===== config.mk =====
export PLATFORM = sky130hd
export DESIGN_NAME = score_calculator_mc
export DESIGN_NICKNAME = d
export VERILOG_FILES = /design/src/rtl/score_pkg.sv /design/src/rtl/score_channel.sv /design/src/rtl/score_calculator_mc.sv
export SDC_FILE = /design/constraint.sdc
export NUM_CORES = 1
export LEC_CHECK = 0
export BUFFER_PORTS_ARGS = -buffer_cell sky130_fd_sc_hd__buf_4
export CAP_MARGIN = 20
export CORE_MARGIN = 2
export CORE_UTILIZATION = 30
export CTS_CLUSTER_DIAMETER = 60
export DETAILED_ROUTE_END_ITERATION = 8
export PLACE_DENSITY_LB_ADDON = 0.08
export SLEW_MARGIN = 5
export SYNTH_ARGS = -nofsm -noshare
export SYNTH_HDL_FRONTEND = slang
export SYNTH_SLANG_ARGS = --single-unit

===== constraint.sdc =====
create_clock -name counter10h -period 2.7 [get_ports counter10h]
set_clock_uncertainty 0.2 [all_clocks]
set_input_delay 0 -clock counter10h [delete_from_list [all_inputs] [get_ports counter10h]]
set_output_delay 0 -clock counter10h [all_outputs]
set_load 0.02 [all_outputs]

===== src/rtl/score_pkg.sv =====
// Shared types and helpers for the multi-channel reaction scorer.
package score_pkg;

  typedef enum logic [1:0] {
    IDLE      = 2'd0,
    RAMP_UP   = 2'd1,
    RAMP_DOWN = 2'd2,
    DONE      = 2'd3
  } round_state_t;

  localparam logic [1:0] STREAK_MAX = 2'd3;

  // Accumulator width used by sat_add; score widths up to ACC_W are supported.
  localparam int ACC_W = 32;

  // Adds a and b and clamps the result to the largest value representable in w bits.
  function automatic logic [ACC_W-1:0] sat_add(
    input logic [ACC_W-1:0] a,
    input logic [ACC_W-1:0] b,
    input int unsigned      w
  );
    logic [ACC_W:0] sum;
    logic [ACC_W:0] lim;
    sum = {1'b0, a} + {1'b0, b};
    lim = ((ACC_W+1)'(1) << w) - (ACC_W+1)'(1);
    return (sum > lim) ? lim[ACC_W-1:0] : sum[ACC_W-1:0];
  endfunction

endpackage


===== src/rtl/score_channel.sv =====
// One scoring channel: round FSM, reaction ramp, saturating score and hit streak.
// Define SCORE_COMBO_BONUS_EN to multiply the award by (1 + streak).
module score_channel
  import score_pkg::*;
#(
  parameter int PW   = 8,
  parameter int SW   = 11,
  parameter int PEAK = 4
) (
  input  logic          counter10h,
  input  logic          rst_n,
  input  logic          clear,
  input  logic [PW-1:0] pattern,
  input  logic [PW-1:0] user_input,
  output logic [SW-1:0] score,
  output logic          hit_pulse,
  output logic          miss_pulse,
  output logic [1:0]    streak
);

  localparam int RW = $clog2(PEAK + 1);
  localparam logic [RW-1:0] RAMP_PEAK = RW'(PEAK);
  localparam logic [RW-1:0] RAMP_ONE  = RW'(1);

  round_state_t  state_reg, state_next;
  logic [RW-1:0] ramp_reg, ramp_next;
  logic [PW-1:0] cur_pattern_reg, cur_pattern_next;
  logic [SW-1:0] score_reg, score_next;
  logic [1:0]    streak_reg, streak_next;
  logic          hit_reg, hit_next;
  logic          miss_reg, miss_next;

  logic          round_open;
  logic          pattern_change;
  logic          hit_ev;
  logic          expire_ev;
  logic          miss_ev;
  logic [SW-1:0] award;
  logic [SW-1:0] score_sum;

  assign round_open     = (state_reg == RAMP_UP) || (state_reg == RAMP_DOWN);
  assign pattern_change = (pattern != cur_pattern_reg);
  // A pattern change masks any match arriving on the same edge.
  assign hit_ev         = !pattern_change && round_open && (user_input == cur_pattern_reg);
  assign expire_ev      = !pattern_change && !hit_ev && (state_reg == RAMP_DOWN) && (ramp_reg == '0);
  assign miss_ev        = (pattern_change && round_open) || expire_ev;

`ifdef SCORE_COMBO_BONUS_EN
  assign award = SW'(ramp_reg) * (SW'(streak_reg) + SW'(1));
`else
  assign award = SW'(ramp_reg);
`endif

  assign score_sum = SW'(sat_add(ACC_W'(score_reg), ACC_W'(award), SW));

  always_ff @(posedge counter10h or negedge rst_n) begin
    if (!rst_n) begin
      state_reg       <= IDLE;
      ramp_reg        <= '0;
      cur_pattern_reg <= '0;
      score_reg       <= '0;
      streak_reg      <= '0;
      hit_reg         <= 1'b0;
      miss_reg        <= 1'b0;
    end else begin
      state_reg       <= state_next;
      ramp_reg        <= ramp_next;
      cur_pattern_reg <= cur_pattern_next;
      score_reg       <= score_next;
      streak_reg      <= streak_next;
      hit_reg         <= hit_next;
      miss_reg        <= miss_next;
    end
  end

  // Round progression is independent of clear.
  always_comb begin
    state_next       = state_reg;
    ramp_next        = ramp_reg;
    cur_pattern_next = cur_pattern_reg;
    if (pattern_change) begin
      cur_pattern_next = pattern;
      ramp_next        = '0;
      state_next       = (pattern != '0) ? RAMP_UP : IDLE;
    end else if (hit_ev) begin
      state_next = DONE;
      ramp_next  = '0;
    end else begin
      case (state_reg)
        RAMP_UP: begin
          if (ramp_reg == RAMP_PEAK) begin
            state_next = RAMP_DOWN;
            ramp_next  = RAMP_PEAK - RAMP_ONE;
          end else begin
            ramp_next = ramp_reg + RAMP_ONE;
          end
        end
        RAMP_DOWN: begin
          if (ramp_reg == '0) begin
            state_next = DONE;
          end else begin
            ramp_next = ramp_reg - RAMP_ONE;
          end
        end
        default: ;
      endcase
    end
  end

  always_comb begin
    score_next  = score_reg;
    streak_next = streak_reg;
    hit_next    = hit_ev;
    miss_next   = miss_ev;
    if (hit_ev) begin
      score_next  = score_sum;
      streak_next = (streak_reg == STREAK_MAX) ? STREAK_MAX : streak_reg + 2'd1;
    end else if (miss_ev) begin
      streak_next = '0;
    end
    if (clear) begin
      score_next  = '0;
      streak_next = '0;
      hit_next    = 1'b0;
      miss_next   = 1'b0;
    end
  end

  assign score      = score_reg;
  assign streak     = streak_reg;
  assign hit_pulse  = hit_reg;
  assign miss_pulse = miss_reg;

endmodule


===== src/rtl/score_calculator_mc.sv =====
// Multi-channel reaction scorer: CH independent score_channel instances on packed buses.
// Define SCORE_COMBO_BONUS_EN to enable the streak-multiplied award in every channel.
module score_calculator_mc
  import score_pkg::*;
#(
  parameter int CH   = 2,
  parameter int PW   = 8,
  parameter int SW   = 11,
  parameter int PEAK = 4
) (
  input  logic             counter10h,
  input  logic             rst_n,
  input  logic             clear,
  input  logic [CH*PW-1:0] pattern,
  input  logic [CH*PW-1:0] user_input,
  output logic [CH*SW-1:0] score_out,
  output logic [CH-1:0]    hit_pulse,
  output logic [CH-1:0]    miss_pulse,
  output logic [CH*2-1:0]  streak_out
);

  for (genvar gi = 0; gi < CH; gi++) begin : g_ch
    score_channel #(
      .PW   (PW),
      .SW   (SW),
      .PEAK (PEAK)
    ) u_channel (
      .counter10h (counter10h),
      .rst_n      (rst_n),
      .clear      (clear),
      .pattern    (pattern[gi*PW +: PW]),
      .user_input (user_input[gi*PW +: PW]),
      .score      (score_out[gi*SW +: SW]),
      .hit_pulse  (hit_pulse[gi]),
      .miss_pulse (miss_pulse[gi]),
      .streak     (streak_out[gi*2 +: 2])
    );
  end

endmodule


Word level (Yosys, flattened, before mapping)
Cells that the tools add are included.

Bits in registers: 56. Input bits: 35. Output and inout port bits: 30. Logic and storage cells: 116.

Add/subtract/negate cells: 8. $lt $le $gt $ge: 2. Equal/unequal tests: 18. Multiplexer cells: 40. Reductions and logical operators: 34.

Operators by type and width (number): $mux 11 (6); $mux 2 (16); $add 11x3->12 (2); $gt 12x11->1 const B (2); $mux 3 (8); $ne 4x2->1 const B (6); $eq 8x8->1 (2); $ne 8x8->1 (2); $reduce_bool 8->1 (2); $logic_and 1x1->1 (12); $pmux 3 s2 (2); $eq 2x2->1 const B (4); $pmux 2 s2 (2); $reduce_bool 4->1 (2); $add 3x1->3 const B (2); $eq 3x3->1 const B (2); $logic_not 3->1 (2); $mux 1 (6); $reduce_and 3->1 (2); $reduce_bool 3->1 (2); $sub 3x1->3 const B (2); $add 2x1->2 const B (2); $eq 2x1->1 const B (2); $logic_not 1->1 (4); other kinds (3) (8).

Depth between registers and ports, before layout
Gate-level depths: netlist of the first run.

Depth in word-level cells: 12. Gate-level depth with buffers: 7. Gate-level depth less buffers: 7.

By module
A second synthesis of the first run with hierarchy kept.

Cell total of the unflattened synthesis: 367. Area, all modules: 3495.9 µm².

By module, submodules not included: score_channel (g_ch[1].u_channel) (times used 1, cells each 184, area an instance 1757.9 µm²); score_channel (g_ch[0].u_channel) (times used 1, cells each 183, area an instance 1737.9 µm²).

Least setup slack after synthesis of the first run
OpenSTA, ideal clock, no wires.

Kind: register to register. Start: register g_ch[0].u_channel.score_reg[1]. End: register g_ch[0].u_channel.score_reg[5]. Setup time: 125 ps. Arrival: 1889 ps. Setup slack: 487 ps. Stages on the path, launching flop included: 8. Clock period less this slack: 2213 ps. Cell sequence: dfrtp_1 ha_1 a21o_1 a21oi_1 or3_1 buf_6 a21oi_1 mux2_2.

Word-level cells in the longest chain between the ends: 5.

RTL lines: from (decl) (line score_channel.sv:28) `logic [SW-1:0] score_reg, score_next;`; from (signal assigned) (line score_channel.sv:69) `score_reg <= score_next;`; $add 11x3->12 * (line score_pkg.sv:24) `sum = {1'b0, a} + {1'b0, b};`; $gt 12x11->1 (line score_pkg.sv:26) `return (sum > lim) ? lim[ACC_W-1:0] : sum[ACC_W-1:0];`; $mux 11 * (line score_pkg.sv:26); $mux 11 * (line score_channel.sv:115) `if (hit_ev) begin`; $mux 11 * (line score_channel.sv:121) `if (clear) begin`.

Every way passes the cells marked *; elsewhere a longest branch is shown, timed or not. The select of a mux whose other input is x is not followed. A chain may end at the register's enable or synchronous reset.

Worst setup path after layout of the first run
Start: register g_ch[0].u_channel.ramp_reg[1]. End: register g_ch[0].u_channel.state_reg[0].

Word-level cells in the longest chain between the ends: 3.

RTL lines: from (decl) (line score_channel.sv:26) `logic [RW-1:0] ramp_reg, ramp_next;`; from (signal assigned) (line score_channel.sv:67) `ramp_reg <= ramp_next;`; $eq 3x3->1 or $logic_not 3->1 (tied branches) (line score_channel.sv:91, score_channel.sv:99); $ne 4x2->1 (no source line); $reduce_and 3->1 (no source line) *; to (signal assigned) (line score_channel.sv:66) `state_reg <= state_next;`; to (decl) (line score_channel.sv:25) `round_state_t state_reg, state_next;`.

Every way passes the cells marked *; elsewhere a longest branch is shown, timed or not.

==> impl_metrics.csv, run 1 <==
group,metric,value,unit
worst_setup_path,critical_path_class,"reg2reg",
synth,synth_top_flop_cell,"dfrtp_1",
worst_setup_path,cp.arrival,2160,ps
power_and_ir_drop,p_per_area,386,nW/um2
cts,clock_latency,300,ps
sta,fin_crit,2200,ps
cells_and_area,area_delta_synth_final,24.8,%
cts,numCtsBuffers,5,
routing,vias_per_cell,5.17,
synth,synth_edf_count,0,
cts,post_cts_resized,0,
sta,fin_crit_sh,81.5,%
cells_and_area,diodes,0,
synth,ys_seq_area_share,39.4,%
cts,clk_path_buf_depth,2,
synth,synth_mux_area_share,2.67,%
run_status,outcome,"finished, violations left",
synth,ys_async_sr_fraction,100,%
worst_setup_path,critPathBufInv,1,
routing,ant_nets,0,
sta,rsz0062_at_grt,"false",
cells_and_area,n_fill_cell,1156,
global_routing,grt_max_degree,57,
floorplanning,core_area,11500,um2
synth,synth_top_family_by_area,"compound AO/OA/AOI/OAI gates",
synth,synth-compound-area-share,18.0,%
power_and_ir_drop,leakagePower,0.00192,uW
global_routing,overflow,0,
synth,yosysWarnings,0,
sta,setup_violations,0,
sta,finalHoldViolCount,0,
run_status,violations,"design-rule violations",
floorplanning,initial_utilization,30.9,%
sta,max_freq,454,MHz
routing,drt_iter0_drc,176,
worst_setup_path,critPathTopFamily,"compound AO/OA/AOI/OAI gates",
cts,cts.sinks,56,
placed_design,place_congestion,0.763,
worst_hold_path,hold_path.class,"in2async",
global_routing,grt_pass1_wl,15100,um
routing,wl_per_cell,15.6,um
worst_setup_path,cp_slowest_cell,"a2111oi_0",
cells_and_area,layout.cells.non_filler,584,
placed_design,dpl.cell_count,558,
synth,netlist_instances,379,
global_routing,grt_usage,14.5,%
job,drv_cap,0,
cells_and_area,largest_reg_flops,22,
floorplanning,die_w,113,um
routing,drcViolationCount,4,
cells_and_area,regArea,1400,um2
synth,syn_area,3560,um2
placed_design,port_buffers,64,
worst_setup_path,reg2reg_slack,500,ps
power_and_ir_drop,peakVddDrop,0.224,mV
worst_setup_path,max_stage_delay,510,ps
worst_setup_path,cp-start-kind,"register",
sta,slew_headroom,49.9,%
global_routing,grt_antenna_before_repair,0,
synth,ys_ff_latch,56,
synth,synth-xor-area-share,8.37,%
sta,slew_violations,0,
synth,ys_types,57,
floorplanning,num_rows,39,
floorplanning,chipHeight,113,um
synth,syn_nets,432,
cts,htree_levels,2,
synth,synth_fa_ha_area_share,6.75,%
routing,dr.pass1.iters,6,
worst_setup_path,path_max_fanout,7,
synth,synthSimpleGateAreaFrac,18.0,%
sta,tns,0,ps
worst_setup_path,crit_required,2660,ps
cts,root_buffer,"clkbuf_16",
cts,cts_tree,"built",
cts,clkTransAtPathRegs,80,ps
worst_setup_path,endpoint_kind,"register",
cells_and_area,multi_input_area,1910,um2
routing,vias,3018,
worst_setup_path,path_cells,"inv_1, ha_1, nand2_1, a211o_1, a2111oi_0, a31oi_1",
routing,wl,9090,um
sta,worst_pin_slew,751,ps
cells_and_area,drive_above_1_share,22.0,%
global_routing,grt_pass1_vias,2962,
floorplanning,io_pins,65,
cells_and_area,layout.nets,493,
placed_design,dp_hpwl,6440,um
floorplanning,dieArea,12800,um2
synth,avgSynthCellArea,9.39,um2
==> synth_stat cells, drive strengths merged (7+ instances only) <==
library cell / number / area share, %
dfrtp: 56 / 39
clkbuf: 26 / 2.7
nor2: 26 / 2.7
xnor2: 24 / 5.9
a21oi: 23 / 3.2
nand2: 19 / 2.0
inv: 17 / 1.8
ha: 16 / 5.6
a211oi: 12 / 2.5
a31oi: 10 / 1.8
buf: 10 / 2.2
nand3: 10 / 1.7
xor2: 10 / 2.5
nand4: 8 / 1.4
nor2b: 8 / 1.4
nor3: 8 / 1.1
nor4: 8 / 2.2
o21ai: 8 / 1.1
a311oi: 7 / 1.7
nand2b: 7 / 1.2
o22ai: 7 / 1.2
==> power breakdown <==
part,internal (uW),leakage (uW),switching (uW)
clock,349,0.0000742,334
combinational,88.1,0.00112,79.8
sequential,852,0.000731,12.1
==> worst paths after layout <==
kind                                                 from                        endpoint  depth (start not counted)
max in group asynchronous                           rst_n     g_ch[1].u_channel.streak[1]                          2
setup reg to reg            g_ch[0].u_channel.ramp_reg[1]  g_ch[0].u_channel.state_reg[0]                          6
hold / removal                                      rst_n      g_ch[1].u_channel.score[1]                          2
hold reg to reg            g_ch[1].u_channel.state_reg[1]  g_ch[1].u_channel.state_reg[1]                          1
min in group counter10h                    user_input[15]     g_ch[1].u_channel.streak[1]                          7
setup / recovery            g_ch[0].u_channel.ramp_reg[1]  g_ch[0].u_channel.state_reg[0]                          6
==> metrics by stage <==
step           hold WS [ps]  worst slack [ps]  util [%]  instance area (um2)  power [uW]
2_1_floorplan          -496               487         -                 3560         955
3_5_place_dp          -63.7               479      35.7                 4120        1030
5_1_grt                 167               310      38.6                 4440        1800
6_report               97.7               499      38.6                 4440        1710
3_3_place_gp          -68.5               485      35.7                 4120        1030
4_1_cts                 157               465      38.6                 4440        1750
==> cell type report <==
class	instances	area share [%]
tap	143	4.03
multi-input combinational	269	43.1
timing repair buffer	90	16.5
inverter	18	1.52
sequential	56	31.5
clock inverter	3	0.507
clock buffer	5	2.82
==> cells by family after synthesis <==
family,count (synthesis)
and+or+nand+nor,114
AOI/OAI and AO/OA,94
DFF,56
buffers and inverters,54
xor gates and xnor gates,34
adders and majority gates,18
muxes,9
==> repair_timing <==
item | 4_1_cts | 5_1_grt
hold buffers | 18 | 0
setup buffers | 0 | 0
endpoints found under the hold margin | 93 | 0
==> metal layers <==
metal	GRT usage (%)	routed length, um	vias up
met5	0	0	-
met4	3.58	112	0
met3	2.84	470	9
met2	23.7	4240	77
met1	20.1	4270	1457
li1	-	-	1475
==> layout by cell type (no fill, tap or decap), types with 4 or more instances in the layout <==
| cell type | Yosys | routed |
|---|---|---|
| xnor2_1 | 24 | 24 |
| mux2_2 | 4 | 4 |
| a21o_1 | 4 | 4 |
| mux2i_1 | 5 | 5 |
| inv_1 | 17 | 17 |
| o21ai_0 | 8 | 8 |
| a311oi_1 | 7 | 7 |
| dlygate4sd3_1 | 0 | 18 |
| a211oi_1 | 12 | 12 |
| nand2_1 | 19 | 19 |
| clkbuf_16 | 0 | 5 |
| o22ai_1 | 7 | 7 |
| xor2_1 | 10 | 10 |
| a31oi_1 | 10 | 10 |
| nand3_1 | 8 | 8 |
| ha_1 | 16 | 16 |
| a21oi_1 | 23 | 23 |
| nor2_1 | 26 | 26 |
| buf_4 | 4 | 71 |
| nand4_1 | 8 | 8 |
| nor3_1 | 8 | 8 |
| and3_1 | 4 | 4 |
| nor4_1 | 5 | 5 |
| nor2b_1 | 8 | 8 |
| nand2b_1 | 7 | 7 |
| dfrtp_1 | 56 | 56 |
Power figures use the tool's default switching activity.
==> run 2, diff against run 1 <==
--- a/config.mk
+++ b/config.mk
@@ -5,6 +5,7 @@
 export SDC_FILE = /design/constraint.sdc
 export NUM_CORES = 1
 export LEC_CHECK = 0
+export ABC_AREA = 1
 export BUFFER_PORTS_ARGS = -buffer_cell sky130_fd_sc_hd__buf_4
 export CAP_MARGIN = 20
 export CORE_MARGIN = 2
==> constraint.sdc (replaced) <==
create_clock -name counter10h -period 1.9 [get_ports counter10h]
set_clock_uncertainty 0.2 [all_clocks]
set_input_delay 0 -clock counter10h [delete_from_list [all_inputs] [get_ports counter10h]]
set_output_delay 0 -clock counter10h [all_outputs]
set_load 0.02 [all_outputs]
==> impl_metrics.csv, run 2 <==
group,metric,value,unit
cts,cts_tree,"built",
synth,yosysWarnings,0,
cts,clock_latency,300,ps
sta,worst_pin_slew,395,ps
cells_and_area,drive_above_1_share,29.3,%
worst_setup_path,crit_required,1890,ps
cells_and_area,diodes,0,
routing,dr.pass1.iters,4,
cts,cts.sinks,56,
synth,synth_top_flop_cell,"dfrtp_1",
synth,synth_commonest_cells,"nand2_1 (168), inv_1 (88), dfrtp_1 (56)",
worst_setup_path,path_max_fanout,3,
cells_and_area,layout.nets,713,
synth,ys_seq_area_share,37.6,%
cells_and_area,multi_input_area,2180,um2
cells_and_area,final_util,45.1,%
routing,drt_iter0_drc,190,
sta,slew_headroom,73.7,%
worst_hold_path,worstHoldPathCells,6,
routing,vias,3645,
routing,wl_per_cell,11.7,um
sta,finalHoldViolCount,1,
sta,max_freq,523,MHz
synth,syn_area,3730,um2
synth,ys_async_sr_fraction,100,%
synth,ys_types,32,
floorplanning,initial_utilization,30.9,%
floorplanning,chipHeight,115,um
global_routing,grt_pass1_wl,16300,um
routing,vias_per_cell,4.40,
worst_setup_path,path_cells,"ha_4, fa_2, nand2_4, a21oi_4, nand3_2, nor2_1, xor2_1, nand2_1, nand2_1, o21ai_1",
cells_and_area,layout_common_cells,"nand2_1 (163), buf_4 (113), inv_1 (83)",
global_routing,grt_antenna_before_repair,0,
synth,ys_ff_latch,56,
routing,wl,9680,um
floorplanning,io_pins,65,
sta,setup_violations,2,
cells_and_area,regArea,1410,um2
global_routing,grt_usage,15.3,%
cts,clkTransAtPathRegs,70,ps
sta,fin_crit,1910,ps
worst_hold_path,hold_path.class,"in2reg",
cts,clk_path_buf_depth,2,
routing,drcViolationCount,0,
cts,htree_levels,2,
power_and_ir_drop,leakagePower,0.00281,uW
synth,yosysTopAreaCell,"dfrtp_1",
cts,numCtsBuffers,5,
synth,synth_edf_count,0,
cells_and_area,final_common_cell,"nand2_1",
cells_and_area,area_delta_synth_final,46.0,%
synth,netlist.area_leader.share,37.6,%
floorplanning,die_w,115,um
worst_setup_path,cp.arrival,1900,ps
placed_design,dp_hpwl,7230,um
synth,netlist_instances,537,
worst_setup_path,max_stage_delay,430,ps
sta,slew_violations,0,
floorplanning,dieArea,13300,um2
worst_setup_path,cp-start-kind,"register",
synth,syn_nets,590,
power_and_ir_drop,p_per_area,460,nW/um2
floorplanning,core_area,12100,um2
worst_setup_path,path_common_cell,"nand2_1",
synth,avgSynthCellArea,6.94,um2
job,drv_cap,0,
run_status,violations,"negative hold slack, negative setup slack",
worst_setup_path,reg2reg_slack,-10,ps
sta,rsz0062_at_grt,"true",
synth,yosysMostFrequentCell,"nand2_1",
cells_and_area,n_fill_cell,1191,
global_routing,grt_max_degree,30,
power_and_ir_drop,power,2500,uW
placed_design,place_congestion,0.789,
cts,root_buffer,"clkbuf_16",
cells_and_area,largest_reg_flops,22,
routing,ant_nets,0,
worst_setup_path,reg2reg_depth,10,
sta,tns,-12.4,ps
global_routing,grt_pass1_vias,3474,
cells_and_area,final_cell_area,5440,um2
floorplanning,num_rows,40,
sta,fin_crit_sh,101,%
run_status,outcome,"finished, violations left",
global_routing,overflow,0,
worst_setup_path,critical_path_class,"reg2reg",
synth,synthTopCellsByArea,"dfrtp_1 (38%), nand2_1 (17%), inv_1 (8.9%), ha_1 (5.4%), nand3_1 (4.0%)",
worst_setup_path,cp_slowest_cell,"dfrtp_2",
power_and_ir_drop,peakVddDrop,0.269,mV
sta,hold-worst-slack,-28.5,ps
placed_design,port_buffers,64,
placed_design,place_area,4730,um2
sta,layout_setup_ws,-11.8,ps
worst_setup_path,endpoint_kind,"register",
## run 2: cell types whose count changed after synthesis, moves of 12 or more
cell and change:
inv_1 +71, nand2_1 +149, nor2_1 +12, clkbuf_1 -12, nand3_1 +22, o21ai_0 +13
xnor2_1 -21
## run 2: path summary, 6_finish.rpt
kind,from,endpoint
worst max-delay path,g_ch[1].u_channel.score[0],g_ch[1].u_channel.score[8]
worst min-delay path,user_input[6],g_ch[0].u_channel.streak[1]
worst max register to register,g_ch[1].u_channel.score[0],g_ch[1].u_channel.score[8]
worst min register to register,g_ch[1].u_channel.streak[1],g_ch[1].u_channel.streak[1]
max in group asynchronous,rst_n,g_ch[0].u_channel.score[1]
min in group asynchronous,rst_n,g_ch[1].u_channel.cur_pattern_reg[1]
## run 2: power by group
part	switching [uW]	internal, uW
sequential	14.8	1210
clock	442	522
combinational	167	145
## run 2: what timing repair did
| action | 4_1_cts | 5_1_grt |
|---|---|---|
| pin swaps | 3 | 32 |
| resized for setup | 11 | 59 |
| setup buffers | 2 | 6 |
| hold buffers | 20 | 1 |
| endpoints found under the setup margin | 20 | 33 |
| hold endpoints to repair | 92 | 1 |
## run 2: cells by family after synthesis
group	after synthesis	synth area share [%]
flops	56	37.6
buf+inv	115	12.3
simple gates	272	31.3
xor+xnor	10	2.35
fa+ha+maj	18	6.45
compound gates	66	9.97
## run 2: stage by stage
step | worst slack, ps | std cells
after floorplan | -31.9 | 537
after global placement | -37.5 | 792
after detailed placement | -105 | 792
after CTS | -17.1 | 822
after global routing | -105 | 829
final | -11.8 | 829
## run 2: metal layers
metal / GRT usage [%] / part of all wire (%)
met1: 20.2 / 48
met5: 0 / 0
met4: 4.34 / 1.2
met2: 26.1 / 48
met3: 2.35 / 2.8
## run 2: worst max-delay path, delay by kind of cell (launching register included)
family / cells / cell delay [ps]
adders and majority gates: 2 / 590
DFF: 1 / 430
and+or+nand+nor: 5 / 350
AOI/OAI and AO/OA: 2 / 120
xor gates and xnor gates: 1 / 120
## run 2: area by class of cell
class / count / area share [%]
flip-flops and latches: 56 / 25.9
clock inverters: 2 / 0.184
clock buffers: 6 / 2.55
well taps: 168 / 3.86
repair buffers: 139 / 21.1
multi-input cells: 366 / 40.0
inverters: 92 / 6.42
==> run 3, diff against run 2 <==
--- a/config.mk
+++ b/config.mk
@@ -13,6 +13,7 @@
 export CTS_CLUSTER_DIAMETER = 60
 export DETAILED_ROUTE_END_ITERATION = 8
 export PLACE_DENSITY_LB_ADDON = 0.08
+export SKIP_CTS_REPAIR_TIMING = 1
 export SLEW_MARGIN = 5
 export SYNTH_ARGS = -nofsm -noshare
 export SYNTH_HDL_FRONTEND = slang
==> impl_metrics.csv, run 3 (synthesis gave the netlist of run 2 again) <==
group,metric,value,unit
routing,drcViolationCount,0,
placed_design,port_buffers,64,
sta,finalHoldViolCount,29,
cts,numCtsBuffers,5,
floorplanning,dieArea,13300,um2
sta,fin_crit_sh,101,%
cts,clock_latency,300,ps
worst_setup_path,cp-start-kind,"register",
power_and_ir_drop,leakagePower,0.00274,uW
worst_setup_path,reg2reg_depth,7,
floorplanning,chipHeight,115,um
sta,max_freq,520,MHz
worst_setup_path,reg2reg_slack,-20,ps
job,drv_cap,0,
global_routing,grt_pass1_wl,15900,um
cts,clk_path_buf_depth,2,
cells_and_area,drive_above_1_share,28.5,%
cells_and_area,layout_common_cells,"nand2_1 (163), buf_4 (114), inv_1 (83)",
run_status,outcome,"finished, violations left",
cts,clkTransAtPathRegs,70,ps
routing,wl_per_cell,11.6,um
floorplanning,initial_utilization,30.9,%
worst_setup_path,path_max_fanout,3,
worst_setup_path,critPathBufInv,0,
routing,vias_per_cell,4.35,
cts,root_buffer,"clkbuf_16",
sta,setup_violations,2,
run_status,violations,"negative hold slack, negative setup slack",
worst_setup_path,endpoint_kind,"register",
worst_setup_path,max_stage_delay,430,ps
worst_setup_path,worstReg2RegStart,"g_ch[1].u_channel.score[0]",
cts,cts.sinks,56,
sta,worst_pin_slew,394,ps
cells_and_area,n_fill_cell,1202,
routing,ant_nets,0,
cells_and_area,largest_reg_flops,22,
routing,drt_iter0_drc,155,
placed_design,place_area,4730,um2
sta,layout_setup_ws,-22.2,ps
global_routing,grt_antenna_before_repair,0,
sta,slew_violations,0,
routing,vias,3599,
placed_design,dp_hpwl,7230,um
power_and_ir_drop,p_per_area,465,nW/um2
floorplanning,core_area,12100,um2
cells_and_area,area_delta_synth_final,43.7,%
worst_setup_path,regToRegEndpoint,"g_ch[1].u_channel.score[4]",
worst_setup_path,cp_slowest_cell,"dfrtp_2",
floorplanning,io_pins,65,
cts,htree_levels,2,
worst_setup_path,critical_path_class,"reg2reg",
sta,hold-worst-slack,-33.7,ps
power_and_ir_drop,peakVddDrop,0.284,mV
placed_design,dp_slack,-105,ps
cells_and_area,final_cell_area,5360,um2
floorplanning,num_rows,40,
global_routing,overflow,0,
cells_and_area,diodes,0,
cells_and_area,layout.nets,712,
routing,dr.pass1.iters,4,
global_routing,grt_max_degree,30,
worst_setup_path,path_cells,"ha_4, fa_2, nand2_2, a21oi_4, or2_2, a21oi_2, o22ai_1",
worst_setup_path,critPathTopFamily,"adder cells",
routing,wl,9600,um
cells_and_area,final_common_cell,"nand2_1",
cts,cts_tree,"built",
placed_design,place_congestion,0.789,
worst_setup_path,crit_required,1880,ps
sta,fin_crit,1920,ps
global_routing,grt_usage,14.9,%
floorplanning,die_w,115,um
worst_setup_path,cp.arrival,1910,ps
sta,slew_headroom,73.7,%
sta,rsz0062_at_grt,"true",
global_routing,grt_pass1_vias,3366,
worst_hold_path,hold_path.class,"in2async",
-- run 3: changes by cell type in the layout (fill, tap and decap cells not counted), moves of 3 or more --
cell     previous run  this run
nand3_1            20        24
o21ai_1            15        10
o21ai_0            10        15
nand2_4             3         0
nand3_2             8         4
a21oi_1            15        18
nand2_2             4         7
-- run 3: metal layers --
layer | track usage, % | part of all wire, % | up-vias
met5 | 0 | 0 | -
met2 | 24.9 | 48 | 33
met4 | 4.58 | 1.2 | 0
met1 | 19.9 | 49 | 1643
met3 | 2.46 | 2.4 | 6
li1 | - | - | 1917
-- run 3: power breakdown --
group / switching (uW) / internal, uW
logic: 163 / 141
registers: 14.7 / 1210
clock network: 441 / 522
total: 619 / 1870
-- run 3: worst max-delay path by stage --
stage | start | end | cells after the start
after floorplan | g_ch[1].u_channel.score[0] | g_ch[1].u_channel.score[4] | 7
after global placement | g_ch[1].u_channel.state_reg[0] | g_ch[1].u_channel.score[4] | 9
after detailed placement | g_ch[1].u_channel.state_reg[0] | g_ch[1].u_channel.score[9] | 9
after CTS | g_ch[1].u_channel.state_reg[0] | g_ch[1].u_channel.score[5] | 9
after global routing | g_ch[0].u_channel.score[0] | g_ch[0].u_channel.score[8] | 10
final | g_ch[1].u_channel.score[0] | g_ch[1].u_channel.score[4] | 7
-- run 3: final cells by class --
| type | count | area, um2 | area share [%] |
|---|---|---|---|
| Sequential cell | 56 | 1410 | 26.3 |
| Tap cell | 168 | 210 | 3.92 |
| Clock inverter | 2 | 10.0 | 0.187 |
| Multi-Input combinational cell | 366 | 2110 | 39.4 |
| Clock buffer | 6 | 139 | 2.59 |
| Timing Repair Buffer | 138 | 1130 | 21.0 |
| Inverter | 92 | 349 | 6.52 |
-- run 3: through the flow --
step	total power (uW)	util (%)	TNS [ps]	hold slack (ps)	std cells
after global placement	1520	39.2	-243	-237	792
after CTS	2520	40.5	-1050	-566	800
after floorplan	1390	-	-31.9	-496	537
after global routing	2640	44.4	-515	2.67	828
after detailed placement	1520	39.2	-691	-238	792
final	2490	44.4	-43.3	-33.7	828
